[src/rtl/regb_fifo_wr_arbiter_pkg.sv]
// Shared types and sizing helpers for the register-FIFO write-port arbiter.
package regb_fifo_wr_arbiter_pkg;

    typedef enum logic {
        IDLE  = 1'b0,
        BURST = 1'b1
    } arb_state_e;

    function automatic int unsigned clog2(input int unsigned v);
        int unsigned r;
        r = 0;
        for (int unsigned p = 1; p < v; p = p * 2) r++;
        return r;
    endfunction

    // Occupancy must represent 0..DEPTH inclusive
    function automatic int unsigned occ_width(input int unsigned depth);
        return clog2(depth + 1);
    endfunction

    function automatic int unsigned idx_width(input int unsigned n);
        return (n < 2) ? 1 : clog2(n);
    endfunction

endpackage

[src/rtl/regb_fifo_wr_arbiter_if.sv]
// Requester/FIFO-side bundle of the write-port arbiter.
interface regb_fifo_wr_arbiter_if
    import regb_fifo_wr_arbiter_pkg::*;
#(
    parameter int unsigned NREQ  = 4,
    parameter int unsigned WIDTH = 4,
    parameter int unsigned DEPTH = 5
);
    localparam int unsigned CW = occ_width(DEPTH);
    localparam int unsigned OW = idx_width(NREQ);

    logic [NREQ-1:0]       req;
    logic [NREQ*WIDTH-1:0] req_wdata;
    logic [NREQ-1:0]       gnt;
    logic [WIDTH-1:0]      fifo_wdata;
    logic                  fifo_shift_in;
    logic                  fifo_shift_out;
    logic [CW-1:0]         occupancy;
    logic [OW-1:0]         owner;

    modport master (
        output req, req_wdata, fifo_shift_out,
        input  gnt, fifo_wdata, fifo_shift_in, occupancy, owner
    );

    modport slave (
        input  req, req_wdata, fifo_shift_out,
        output gnt, fifo_wdata, fifo_shift_in, occupancy, owner
    );

endinterface

[src/rtl/regb_fifo_wr_arbiter_rr_priority_pick.sv]
// Rotating-priority encoder: first set bit of req at or after start, wrapping.
module rr_priority_pick
    import regb_fifo_wr_arbiter_pkg::*;
#(
    parameter  int unsigned NREQ = 4,
    localparam int unsigned IW   = idx_width(NREQ)
) (
    input  logic [NREQ-1:0] req,
    input  logic [IW-1:0]   start,
    output logic            found,
    output logic [IW-1:0]   idx
);

    // Upper segment [start..NREQ-1] first, then the wrapped segment [0..start-1]
    always_comb begin
        found = 1'b0;
        idx   = '0;
        for (int i = 0; i < int'(NREQ); i++) begin
            if (!found && req[i] && (IW'(i) >= start)) begin
                found = 1'b1;
                idx   = IW'(i);
            end
        end
        for (int i = 0; i < int'(NREQ); i++) begin
            if (!found && req[i] && (IW'(i) < start)) begin
                found = 1'b1;
                idx   = IW'(i);
            end
        end
    end

endmodule

[src/rtl/regb_fifo_wr_arbiter.sv]
// Round-robin, burst-locked arbiter sharing one register-FIFO write port;
// mirrors FIFO occupancy so a push into a full FIFO is never issued.
module regb_fifo_wr_arbiter
    import regb_fifo_wr_arbiter_pkg::*;
#(
    parameter int unsigned NREQ      = 4,
    parameter int unsigned WIDTH     = 4,
    parameter int unsigned DEPTH     = 5,
    parameter int unsigned MAX_BURST = 4
) (
    input  logic                   clk,
    input  logic                   res,
    regb_fifo_wr_arbiter_if.slave  bus
);

    localparam int unsigned CW  = occ_width(DEPTH);
    localparam int unsigned CWX = CW + 1;
    localparam int unsigned OW  = idx_width(NREQ);
    localparam int unsigned BW  = clog2(MAX_BURST + 1);

    arb_state_e       state, state_d;
    logic [OW-1:0]    rr_ptr, rr_d;
    logic [OW-1:0]    owner, owner_d;
    logic [BW-1:0]    burst_cnt, cnt_d;
    logic [CW-1:0]    occ_r;
    logic             shift_in_r;
    logic [WIDTH-1:0] wdata_r;

    logic             pop;
    logic [CWX-1:0]   occ_after;
    logic             room;
    logic [OW-1:0]    owner_inc;
    logic [OW-1:0]    pick_start;
    logic             pick_found;
    logic [OW-1:0]    pick_idx;
    logic             do_gnt;
    logic [OW-1:0]    gnt_idx;
    logic [NREQ-1:0]  gnt_vec;
    logic [WIDTH-1:0] sel_data;

    // Fill level after this edge's push/pop; a grant is only legal if it stays below DEPTH
    assign pop       = bus.fifo_shift_out && (occ_r != '0);
    assign occ_after = {1'b0, occ_r} + CWX'(shift_in_r) - CWX'(pop);
    assign room      = occ_after < CWX'(DEPTH);

    assign owner_inc  = (owner == OW'(NREQ - 1)) ? '0 : owner + OW'(1);
    assign pick_start = (state == IDLE) ? rr_ptr : owner_inc;

    rr_priority_pick #(.NREQ(NREQ)) u_pick (
        .req   (bus.req),
        .start (pick_start),
        .found (pick_found),
        .idx   (pick_idx)
    );

    // Grant decision and next arbitration state
    always_comb begin
        state_d = state;
        rr_d    = rr_ptr;
        owner_d = owner;
        cnt_d   = burst_cnt;
        do_gnt  = 1'b0;
        gnt_idx = owner;

        if (state == IDLE) begin
            if (room && pick_found) begin
                do_gnt  = 1'b1;
                gnt_idx = pick_idx;
                owner_d = pick_idx;
                cnt_d   = BW'(1);
                state_d = BURST;
            end
        end else if (room) begin
            if (bus.req[owner]) begin
                if (burst_cnt < BW'(MAX_BURST)) begin
                    do_gnt = 1'b1;
                    cnt_d  = burst_cnt + BW'(1);
                end else begin
                    // Burst exhausted: owner itself is still a candidate, so pick_found holds
                    rr_d    = owner_inc;
                    do_gnt  = 1'b1;
                    gnt_idx = pick_idx;
                    owner_d = pick_idx;
                    cnt_d   = BW'(1);
                end
            end else begin
                rr_d = owner_inc;
                if (pick_found) begin
                    do_gnt  = 1'b1;
                    gnt_idx = pick_idx;
                    owner_d = pick_idx;
                    cnt_d   = BW'(1);
                end else begin
                    state_d = IDLE;
                end
            end
        end

        if (res) do_gnt = 1'b0;
    end

    // One-hot grant and matching data slice
    always_comb begin
        gnt_vec  = '0;
        sel_data = '0;
        for (int i = 0; i < int'(NREQ); i++) begin
            if (gnt_idx == OW'(i)) begin
                gnt_vec[i] = do_gnt;
                sel_data   = bus.req_wdata[i*WIDTH +: WIDTH];
            end
        end
    end

    always_ff @(posedge clk or posedge res) begin
        if (res) begin
            state      <= IDLE;
            rr_ptr     <= '0;
            owner      <= '0;
            burst_cnt  <= '0;
            occ_r      <= '0;
            shift_in_r <= 1'b0;
            wdata_r    <= '0;
        end else begin
            state      <= state_d;
            rr_ptr     <= rr_d;
            owner      <= owner_d;
            burst_cnt  <= cnt_d;
            occ_r      <= CW'(occ_after);
            shift_in_r <= do_gnt;
            if (do_gnt) wdata_r <= sel_data;
        end
    end

    assign bus.gnt           = gnt_vec;
    assign bus.fifo_shift_in = shift_in_r;
    assign bus.fifo_wdata    = wdata_r;
    assign bus.occupancy     = occ_r;
    assign bus.owner         = owner;

    a_occ_bound: assert property (@(posedge clk) disable iff (res) occ_r <= CW'(DEPTH));

endmodule

[src/flat_wrapper.sv]
// flat-port wrapper written by rule: the top's interface ports become plain ports
module regb_fifo_wr_arbiter_flat import regb_fifo_wr_arbiter_pkg::*;
#(
    parameter int unsigned NREQ      = 4,
    parameter int unsigned WIDTH     = 4,
    parameter int unsigned DEPTH     = 5,
    parameter int unsigned MAX_BURST = 4
)
  (clk, res, bus_req, bus_req_wdata, bus_fifo_shift_out, bus_gnt, bus_fifo_wdata, bus_fifo_shift_in, bus_occupancy, bus_owner);
  regb_fifo_wr_arbiter_if #(.NREQ(NREQ), .WIDTH(WIDTH), .DEPTH(DEPTH)) bus_i ();
  input  logic clk;
  input  logic res;
  input wire logic [$bits(bus_i.req)-1:0] bus_req;
  input wire logic [$bits(bus_i.req_wdata)-1:0] bus_req_wdata;
  input wire logic [$bits(bus_i.fifo_shift_out)-1:0] bus_fifo_shift_out;
  output wire logic [$bits(bus_i.gnt)-1:0] bus_gnt;
  output wire logic [$bits(bus_i.fifo_wdata)-1:0] bus_fifo_wdata;
  output wire logic [$bits(bus_i.fifo_shift_in)-1:0] bus_fifo_shift_in;
  output wire logic [$bits(bus_i.occupancy)-1:0] bus_occupancy;
  output wire logic [$bits(bus_i.owner)-1:0] bus_owner;
  assign bus_i.req = bus_req;
  assign bus_i.req_wdata = bus_req_wdata;
  assign bus_i.fifo_shift_out = bus_fifo_shift_out;
  assign bus_gnt = bus_i.gnt;
  assign bus_fifo_wdata = bus_i.fifo_wdata;
  assign bus_fifo_shift_in = bus_i.fifo_shift_in;
  assign bus_occupancy = bus_i.occupancy;
  assign bus_owner = bus_i.owner;
  regb_fifo_wr_arbiter #(.NREQ(NREQ), .WIDTH(WIDTH), .DEPTH(DEPTH), .MAX_BURST(MAX_BURST)) u_core (.clk(clk), .res(res), .bus(bus_i));
endmodule
[config.mk]
export PLATFORM = sky130hd
export DESIGN_NAME = regb_fifo_wr_arbiter_flat
export DESIGN_NICKNAME = d
export VERILOG_FILES = /design/src/rtl/regb_fifo_wr_arbiter_pkg.sv /design/src/rtl/regb_fifo_wr_arbiter_if.sv /design/src/rtl/regb_fifo_wr_arbiter_rr_priority_pick.sv /design/src/rtl/regb_fifo_wr_arbiter.sv /design/src/flat_wrapper.sv
export SDC_FILE = /design/constraint.sdc
export NUM_CORES = 1
export LEC_CHECK = 0
export ABC_CLOCK_PERIOD_IN_PS = 5800
export CELL_PAD_IN_SITES_DETAIL_PLACEMENT = 0
export CELL_PAD_IN_SITES_GLOBAL_PLACEMENT = 1
export CORE_AREA = 2 2 70 72
export DETAILED_ROUTE_END_ITERATION = 10
export DIE_AREA = 0 0 72 74
export HOLD_SLACK_MARGIN = 0.06
export PLACE_DENSITY = 0.66
export SYNTH_ARGS = -nofsm -noshare
export SYNTH_HDL_FRONTEND = slang
export SYNTH_SLANG_ARGS = --single-unit
[constraint.sdc]
create_clock -name clk -period 5.8 [get_ports clk]
set_input_delay 0.87 -clock clk [delete_from_list [all_inputs] [get_ports clk]]
set_output_delay 0.87 -clock clk [all_outputs]
set_load 0.005 [all_outputs]
Word-level counts from Yosys, hierarchy flattened --
Index checks and enable logic that the tools add are counted.
Cells by class: add/subtract/negate cells 4, magnitude comparators 11, eq/ne operators 7, multiplexer cells 49, reduce and logical (&&, ||, !) cells 29
Operators by type and width (count):
- $mux W2 | 16
- $mux W1 | 22
- $mux W3 | 6
- $logic_and A1 B1 Y1 | 17
- $mux W4 | 4
- $logic_not A1 Y1 | 7
- $eq A2 B2 Y1 const B | 3
- $reduce_and A3 Y1 | 2
- $add A3 B1 Y4 | 1
- $ge A1 B2 Y1 const A | 2
- $ge A2 B2 Y1 const A | 2
- $lt A1 B2 Y1 const A | 2
- $lt A2 B2 Y1 const A | 2
- $lt A4 B3 Y1 const B | 1
- $ne A2 B2 Y1 const B | 2
- $sub A4 B1 Y4 | 1
- $add A3 B1 Y3 const B | 1
- $lt A2 B3 Y1 const B | 1
- $lt A3 B3 Y1 const B | 1
- $ne A3 B3 Y1 const B | 1
- $reduce_bool A3 Y1 | 1
- $add A2 B1 Y2 const B | 1
- $bmux W1 S2 | 1
- $eq A2 B1 Y1 const B | 1
- other kinds (2) | 2
Word-level totals: register bits after elaboration 16, word-level logic and storage cells 107

Depth between registers and ports, before layout --
Gate-level depths: netlist (run 1).
depth in word-level cells 43, mapped depth 13, depth with buffers taken out 13

By module --
From an unflattened synthesis (run 1), not the netlist that was laid out.
Unflattened totals: cell total of the unflattened synthesis 126, area, all modules 1345.0 um2
Modules (own cells, without submodules):
- regb_fifo_wr_arbiter | instances 1, cells an instance 114, area an instance 1265.0 um2, sequential area each 400.4 um2
- rr_priority_pick | instances 1, cells an instance 12, area an instance 80.1 um2, sequential area each 0.0 um2

Worst setup path after synthesis (run 1) --
OpenSTA, ideal clock, no wires.
kind input to output, start input bus_fifo_shift_out, end output bus_gnt[0], arrival time 3.334 ns, data required time 4.930 ns, slack 1.596 ns, stages on the path 12, buffers on the path 1, path through o31a_2 > ha_1 > inv_1 > ha_1 > fa_1 > nor2_1 > a21oi_2 > or4b_4 > a21o_1 > a21o_1 > buf_6 > nor3_1
On the way: cells in the longest elaborated chain, start to end 8
Ends and longest elaborated chain:
- start: declaration | RTL line flat_wrapper.sv:15 | input wire logic [$bits(bus_i.fifo_shift_out)-1:0] bus_fifo_shift_out;
- $logic_and A1 B1 Y1 * | RTL line regb_fifo_wr_arbiter.sv:42 | assign pop = bus.fifo_shift_out && (occ_r != '0);
- $sub A4 B1 Y4 * | RTL line regb_fifo_wr_arbiter.sv:43 | assign occ_after = {1'b0, occ_r} + CWX'(shift_in_r) - CWX'(pop);
- via u_core.occ_after[1] | RTL line regb_fifo_wr_arbiter.sv:30 | logic [CWX-1:0] occ_after;
- $lt A4 B3 Y1 * | RTL line regb_fifo_wr_arbiter.sv:44 | assign room = occ_after < CWX'(DEPTH);
- $logic_and A1 B1 Y1 | RTL line regb_fifo_wr_arbiter.sv:66 | if (room && pick_found) begin
- $mux W2 | RTL line regb_fifo_wr_arbiter.sv:66
- $mux W2 * | RTL line regb_fifo_wr_arbiter.sv:65 | if (state == IDLE) begin
- via u_core.gnt_idx[0] | RTL line regb_fifo_wr_arbiter.sv:37 | logic [OW-1:0] gnt_idx;
- $logic_not A2 Y1 * | RTL line regb_fifo_wr_arbiter.sv:107 | if (gnt_idx == OW'(i)) begin
- $mux W1 * | RTL line regb_fifo_wr_arbiter.sv:107
- end: declaration | RTL line flat_wrapper.sv:16 | output wire logic [$bits(bus_i.gnt)-1:0] bus_gnt;
The timed path passes the listed nets; every way through them passes the cells marked *.

Worst setup path in the final report (run 1) --
start input bus_fifo_shift_out, end output bus_gnt[2]
On the way: cells in the longest elaborated chain, start to end 8
Ends and longest elaborated chain (RTL line):
- $logic_and A1 B1 Y1 * | regb_fifo_wr_arbiter.sv:42
- $sub A4 B1 Y4 * | regb_fifo_wr_arbiter.sv:43
- via u_core.occ_after[1] | regb_fifo_wr_arbiter.sv:30
- $lt A4 B3 Y1 * | regb_fifo_wr_arbiter.sv:44
- $logic_and A1 B1 Y1 | regb_fifo_wr_arbiter.sv:66
- $mux W2 or $mux W1 (tied branches) | regb_fifo_wr_arbiter.sv:66
- $mux W2 or $mux W1 (tied branches) | regb_fifo_wr_arbiter.sv:65
- $eq A2 B2 Y1 or $mux W1 (tied branches) | regb_fifo_wr_arbiter.sv:107, regb_fifo_wr_arbiter.sv:99
- $mux W1 * | regb_fifo_wr_arbiter.sv:107
Marks and branches as above.

==> flow_metrics.env, run 1 <==
export IMPL_clk_latency_ps=240
export IMPL_ir_drop_mv=0.234
export IMPL_die_area_sq_um=5330
export IMPL_finalSetupTns_ps=0
export IMPL_htree_levels=1
export IMPL_avgSynthCellArea_sq_um=9.81
export IMPL_tightest_slew_ps=667
export IMPL_area_delta_synth_final_pct=35.8
export IMPL_place_area_sq_um=1650
export IMPL_synthDistinctLibCells=47
export IMPL_hold_slack_ps=494
export IMPL_synth_top_family_by_area="simple AND/OR/NAND/NOR gates"
export IMPL_path_cells="clkdlybuf4s50_1 -> o31a_2 -> ha_1 -> inv_1 -> ha_1 -> fa_1 -> nor2_1 -> a21oi_2 -> or4b_4 -> a21o_1 -> a21o_1 -> nor3_1 -> clkdlybuf4s50_1"
export IMPL_utilization_pct=36.8
export IMPL_hold_viol_final=0
export IMPL_cts_hold_buf=0
export IMPL_nets=195
export IMPL_worst_setup_path_end_kind="primary output"
export IMPL_crit_fanout=10
export IMPL_grt_max_degree=18
export IMPL_synth_xor_area_share_pct=0
export IMPL_muxShareOfSynthArea_pct=13.1
export IMPL_synth_area_sq_um=1250
export IMPL_row_count=25
export IMPL_powerDensity_nw_per_um2=661
export IMPL_min_period_over_period_pct=91.4
export IMPL_yosysTopAreaCellShare_pct=32.1
export IMPL_critPathMaxStageDelay_ps=550
export IMPL_grt_setup_unrepaired="false"
export IMPL_slew_limit_headroom_pct=55.5
export IMPL_p_leak_nw=0.725
export IMPL_yosysWarnings=0
export IMPL_tritoncts="yes"
export IMPL_portBuffers=36
export IMPL_max_clock_path_buffers=2
export IMPL_via_count=1078
export IMPL_clock_skew_ps=2.00
export IMPL_overflow=0
export IMPL_totalPowerFinal_mw=1.12
export IMPL_drc=0
export IMPL_io_pins=37
export IMPL_path_class="input port to primary output"
export IMPL_synth_simple_gate_area_share_pct=21.8
export IMPL_max_freq_ghz=0.189
export IMPL_synth_ff_type="dfrtp_1"
export IMPL_drtAntennaViolNets=0
export IMPL_final_area_sq_um=1690
export IMPL_yosysMostFrequentCell="dfrtp_1"
export IMPL_synth_cells=127
export IMPL_antenna_found_initial=0
export IMPL_cts_sinks=16
export IMPL_gp_congestion=0.767
export IMPL_cts_buffers=3
export IMPL_finalWirelength_um=2920
export IMPL_cts_setup_buffers=0
export IMPL_drt_iter0_markers=19
export IMPL_drtPass1Iterations=4
export IMPL_synth_nets=157
export IMPL_first_global_vias=1110
export IMPL_cts_resized=0
export IMPL_required_ps=4930
export IMPL_drive_gt1_share_pct=14.7
export IMPL_startpoint_type="input port"
export IMPL_dieHeight_um=74
export IMPL_dp_hpwl_um=2360
export IMPL_synth_top_cell_by_area="dfrtp_1"
export IMPL_core_sq_um=4600
export IMPL_synth_compound_area_share_pct=19.7
export IMPL_grtUsageTotal_pct=11.7
export IMPL_hold_path_class="flop to flop"
export IMPL_maxCapViolCount=0
export IMPL_synth_edf_count=0
export IMPL_async_flop_share_pct=100
export IMPL_slowest_stage="or4b_4"
export IMPL_period_needed_ps=5300
export IMPL_status="finished, final reports clean"
export IMPL_drv_slew=0
export IMPL_wl_per_cell_um=13.4
export IMPL_yosys_top_cells_area="dfrtp_1, ha_1, mux4_2"
export IMPL_insertedDiodeCount=0
export IMPL_die_x_um=72
export IMPL_synth_common_cells="dfrtp_1, inv_1, nand2_1"
export IMPL_grt_pass1_wl_um=5020
export IMPL_initial_core_util_pct=27.1
export IMPL_viasPerCell=4.97
export IMPL_setup_violations=0
export IMPL_critPathArrivalTime_ps=4430
export IMPL_cts_root_buf="clkbuf_8"
export IMPL_ys_ff_latch=16
export IMPL_clkSlewWorstSetupHoldPaths_ps=60
export IMPL_synthAdderAreaFrac_pct=7.63
export IMPL_seq_area_frac_synth_pct=32.1
==> registers in the layout, indices dropped and copies added (netlist names) <==
name                      flops
u_core.bus.owner              2
u_core.bus.fifo_shift_in      1
u_core.bus.fifo_wdata         4
u_core.burst_cnt              3
u_core.state                  1
u_core.bus.occupancy          3
u_core.rr_ptr                 2
==> final timing paths <==
kind                                     startpoint                        to  slack, ps  cells past startpoint
setup / recovery                 bus_fifo_shift_out                bus_gnt[2]        500                     13
hold / removal             u_core.bus.fifo_wdata[3]  u_core.bus.fifo_wdata[3]        490                      2
setup reg to reg            u_core.bus.occupancy[1]  u_core.bus.fifo_wdata[0]       1920                     12
hold reg to reg            u_core.bus.fifo_wdata[3]  u_core.bus.fifo_wdata[3]        490                      2
max in group asynchronous                       res          u_core.rr_ptr[1]       4350                      2
min in group asynchronous                       res   u_core.bus.occupancy[0]       1020                      2
==> worst max-delay path, delay by kind of cell <==
kind,cells,cell delay (ps)
compound gates,4,690
buf+inv,3,1050
fa+ha+maj,3,900
simple gates,3,910
==> per-layer routing <==
layer	track usage (%)	up-vias	share of wire, %
li1	-	546	-
met1	14.9	509	46
met2	20.4	21	50
met3	2.71	2	3.3
met4	2.52	0	0.86
met5	0	-	0
==> layout by cell type (no fill, tap or decap), drive strengths merged, types with 2 or more instances in the layout <==
cell           instances
a211oi                 6
a21o                   4
a21oi                  4
a22o                   2
and3                   3
and4                   2
clkbuf                 3
clkdlybuf4s50         36
dfrtp                 16
ha                     6
inv                   11
mux2                   4
mux2i                  5
mux4                   3
nand2                 10
nand2b                 6
nand3                  3
nor2                   6
nor2b                  3
nor3                   4
nor3b                  2
o21ai                  4
o31ai                  2
==> through the flow <==
step	worst slack (ps)	instances
finish	497	217
global route	275	217
CTS	470	217
detailed placement	473	214
global placement	575	214
floorplan	1600	127
==> layout make-up <==
class,instances,area (sq um)
multi-input cells,96,774
inverters,11,41.3
flip-flops and latches,16,400
repair buffers,37,368
fillers,449,2910
clock buffers,3,41.3
well taps,54,67.6
==> report_power, final <==
group          internal, mW  switching [mW]
Combinational         0.408           0.388
Clock                0.0459          0.0343
Sequential            0.171          0.0712
Total                 0.625           0.493
==> cell families (layout without fill, tap and decap cells) <==
logic type / Yosys count / count (layout)
and+or+nand+nor: 46 / 46
adders and majority gates: 7 / 7
AOI/OAI and AO/OA: 31 / 31
DFF: 16 / 16
muxes: 12 / 12
buffers and inverters: 15 / 51
No activity file was read; power rests on OpenSTA's default activity.
==> run 2, diff against run 1 <==
--- a/config.mk
+++ b/config.mk
@@ -13,6 +13,8 @@
 export DIE_AREA = 0 0 72 74
 export HOLD_SLACK_MARGIN = 0.06
 export PLACE_DENSITY = 0.66
+export SETUP_SLACK_MARGIN = 0.3
+export SLEW_MARGIN = 25
 export SYNTH_ARGS = -nofsm -noshare
 export SYNTH_HDL_FRONTEND = slang
 export SYNTH_SLANG_ARGS = --single-unit
==> run 2 against run 1 <==
Compared with the run above: power increased by 0.45%; sequential share of layout area about the same; global-route usage unchanged; die area unchanged; critical endpoint unchanged; routed wire length increased by 0.79%; cell count unchanged; clock power about the same; critical path type unchanged; largest power group unchanged; design area about the same; non-clock buffer count unchanged.
==> flow_metrics.env, run 2 (same netlist as run 1, synthesis figures left out) <==
export IMPL_portBuffers=36
export IMPL_totalPowerFinal_mw=1.12
export IMPL_ir_drop_mv=0.232
export IMPL_clk_latency_ps=240
export IMPL_drc=0
export IMPL_startpoint_type="input port"
export IMPL_clkSlewWorstSetupHoldPaths_ps=60
export IMPL_cts_sinks=16
export IMPL_critPathMaxStageDelay_ps=550
export IMPL_largest_register_ffs=4
export IMPL_grt_pass1_wl_um=5020
export IMPL_min_period_over_period_pct=91.0
export IMPL_cts_buffers=3
export IMPL_dp_hpwl_um=2360
export IMPL_max_clock_path_buffers=2
export IMPL_drv_slew=0
export IMPL_core_sq_um=4600
export IMPL_slew_limit_headroom_pct=55.4
export IMPL_cts_hold_buf=0
export IMPL_wl_per_cell_um=13.5
export IMPL_required_ps=4930
export IMPL_tightest_slew_ps=668
export IMPL_antenna_found_initial=0
export IMPL_crit_fanout=10
export IMPL_path_class="input port to primary output"
export IMPL_final_common_cell="clkdlybuf4s50_1"
export IMPL_switching_power_mw=0.495
export IMPL_slowest_stage="or4b_4"
export IMPL_die_x_um=72
export IMPL_dieHeight_um=74
export IMPL_period_needed_ps=5280
export IMPL_max_freq_ghz=0.189
export IMPL_htree_levels=1
export IMPL_layout_common_cells="clkdlybuf4s50_1, dfrtp_1, nand2_1, inv_1"
export IMPL_tritoncts="yes"
export IMPL_grtUsageTotal_pct=11.7
export IMPL_path_cells="clkdlybuf4s50_1 -> o31a_2 -> ha_1 -> inv_1 -> ha_1 -> fa_1 -> nor2_1 -> a21oi_2 -> or4b_4 -> a21o_1 -> a21o_2 -> nor3_1 -> clkdlybuf4s50_1"
export IMPL_cts_resized=0
export IMPL_clock_skew_ps=2.29
export IMPL_drtAntennaViolNets=0
export IMPL_finalWirelength_um=2940
export IMPL_worst_setup_path_end_kind="primary output"
export IMPL_hold_viol_final=0
export IMPL_io_pins=37
export IMPL_cts_setup_buffers=0
export IMPL_hold_slack_ps=495
export IMPL_final_cells=217
export IMPL_hold_path_class="flop to flop"
export IMPL_die_area_sq_um=5330
export IMPL_comb_power_share_pct=71.3
export IMPL_drive_gt1_share_pct=15.3
export IMPL_viasPerCell=5.00
export IMPL_grt_max_degree=18
export IMPL_row_count=25
export IMPL_clockPowerShare_pct=7.1
export IMPL_maxCapViolCount=0
export IMPL_initial_core_util_pct=27.1
export IMPL_via_count=1084
export IMPL_drt_iter0_markers=24
export IMPL_p_seq_share_pct=21.6
export IMPL_powerDensity_nw_per_um2=663
export IMPL_drtPass1Iterations=4
export IMPL_critPathArrivalTime_ps=4410
export IMPL_area_delta_synth_final_pct=35.9
export IMPL_cts_root_buf="clkbuf_8"
export IMPL_setup_violations=0
export IMPL_finalSetupTns_ps=0
export IMPL_gp_congestion=0.767
export IMPL_internal_power_mw=0.628
export IMPL_status="finished, final reports clean"
export IMPL_grt_setup_unrepaired="false"
export IMPL_p_leak_nw=0.724
export IMPL_insertedDiodeCount=0
export IMPL_swShare_pct=44.1
export IMPL_overflow=0
export IMPL_dp_cells=214
export IMPL_nets=195
export IMPL_first_global_vias=1110
## run 2: changes by cell type in the layout (fill, tap and decap cells not counted)
cell    delta
a21o_2     +1
a21o_1     -1
## run 2: worst paths after layout
path	startpoint	to	slack (ps)	cells after the start
worst min-delay path	u_core.bus.fifo_wdata[3]	u_core.bus.fifo_wdata[3]	490	2
max in group asynchronous	res	u_core.rr_ptr[1]	4350	2
worst max-delay path	bus_fifo_shift_out	bus_gnt[2]	520	13
worst min register to register	u_core.bus.fifo_wdata[3]	u_core.bus.fifo_wdata[3]	490	2
min in group asynchronous	res	u_core.bus.occupancy[0]	1020	2
worst max register to register	u_core.bus.occupancy[1]	u_core.bus.fifo_wdata[1]	1950	12
## run 2: through the flow
stage | setup WS (ps) | util, % | cell area [sq um]
final | 520 | 36.8 | 1690
after global routing | 313 | 36.8 | 1690
after CTS | 470 | 36.8 | 1690
after detailed placement | 473 | 35.9 | 1650
after global placement | 575 | 35.9 | 1650
after floorplan | 1600 | - | 1250
## run 2: layout make-up
class,count,area [sq um]
timing repair buffer,37,368
clock buffer,3,41.3
inverter,11,41.3
sequential,16,400
fill,451,2900
multi-input combinational,96,776
tap,54,67.6
## run 2: power groups by stage
stage | clock network [mW] | logic [mW] | registers, mW
5_1_grt | 0.0875 | 0.891 | 0.254
2_1_floorplan | 0 | 0.601 | 0.218
3_5_place_dp | 0 | 0.799 | 0.245
3_3_place_gp | 0 | 0.786 | 0.243
4_1_cts | 0.0830 | 0.804 | 0.243
6_report | 0.0801 | 0.801 | 0.242
## run 2: layer usage
metal  GRT usage [%]  wire [um]
met5               0          0
met4            2.52         25
met3            2.71         96
met2            20.4       1490
met1            14.9       1320
## run 2: critical path: cells and delay by family
family	cells	cell delay (ps)
adders and majority gates	3	900
buffers and inverters	3	1050
AOI/OAI and AO/OA	4	690
and+or+nand+nor	3	890
==> run 3, diff against run 2 <==
--- a/config.mk
+++ b/config.mk
@@ -9,6 +9,7 @@
 export CELL_PAD_IN_SITES_DETAIL_PLACEMENT = 0
 export CELL_PAD_IN_SITES_GLOBAL_PLACEMENT = 1
 export CORE_AREA = 2 2 70 72
+export CTS_CLUSTER_SIZE = 24
 export DETAILED_ROUTE_END_ITERATION = 10
 export DIE_AREA = 0 0 72 74
 export HOLD_SLACK_MARGIN = 0.06
@@ -18,3 +19,4 @@
 export SYNTH_ARGS = -nofsm -noshare
 export SYNTH_HDL_FRONTEND = slang
 export SYNTH_SLANG_ARGS = --single-unit
+export TNS_END_PERCENT = 100
==> results of run 3 <==
Same layout as run 2: the final DEF is identical, and so are final timing and power.
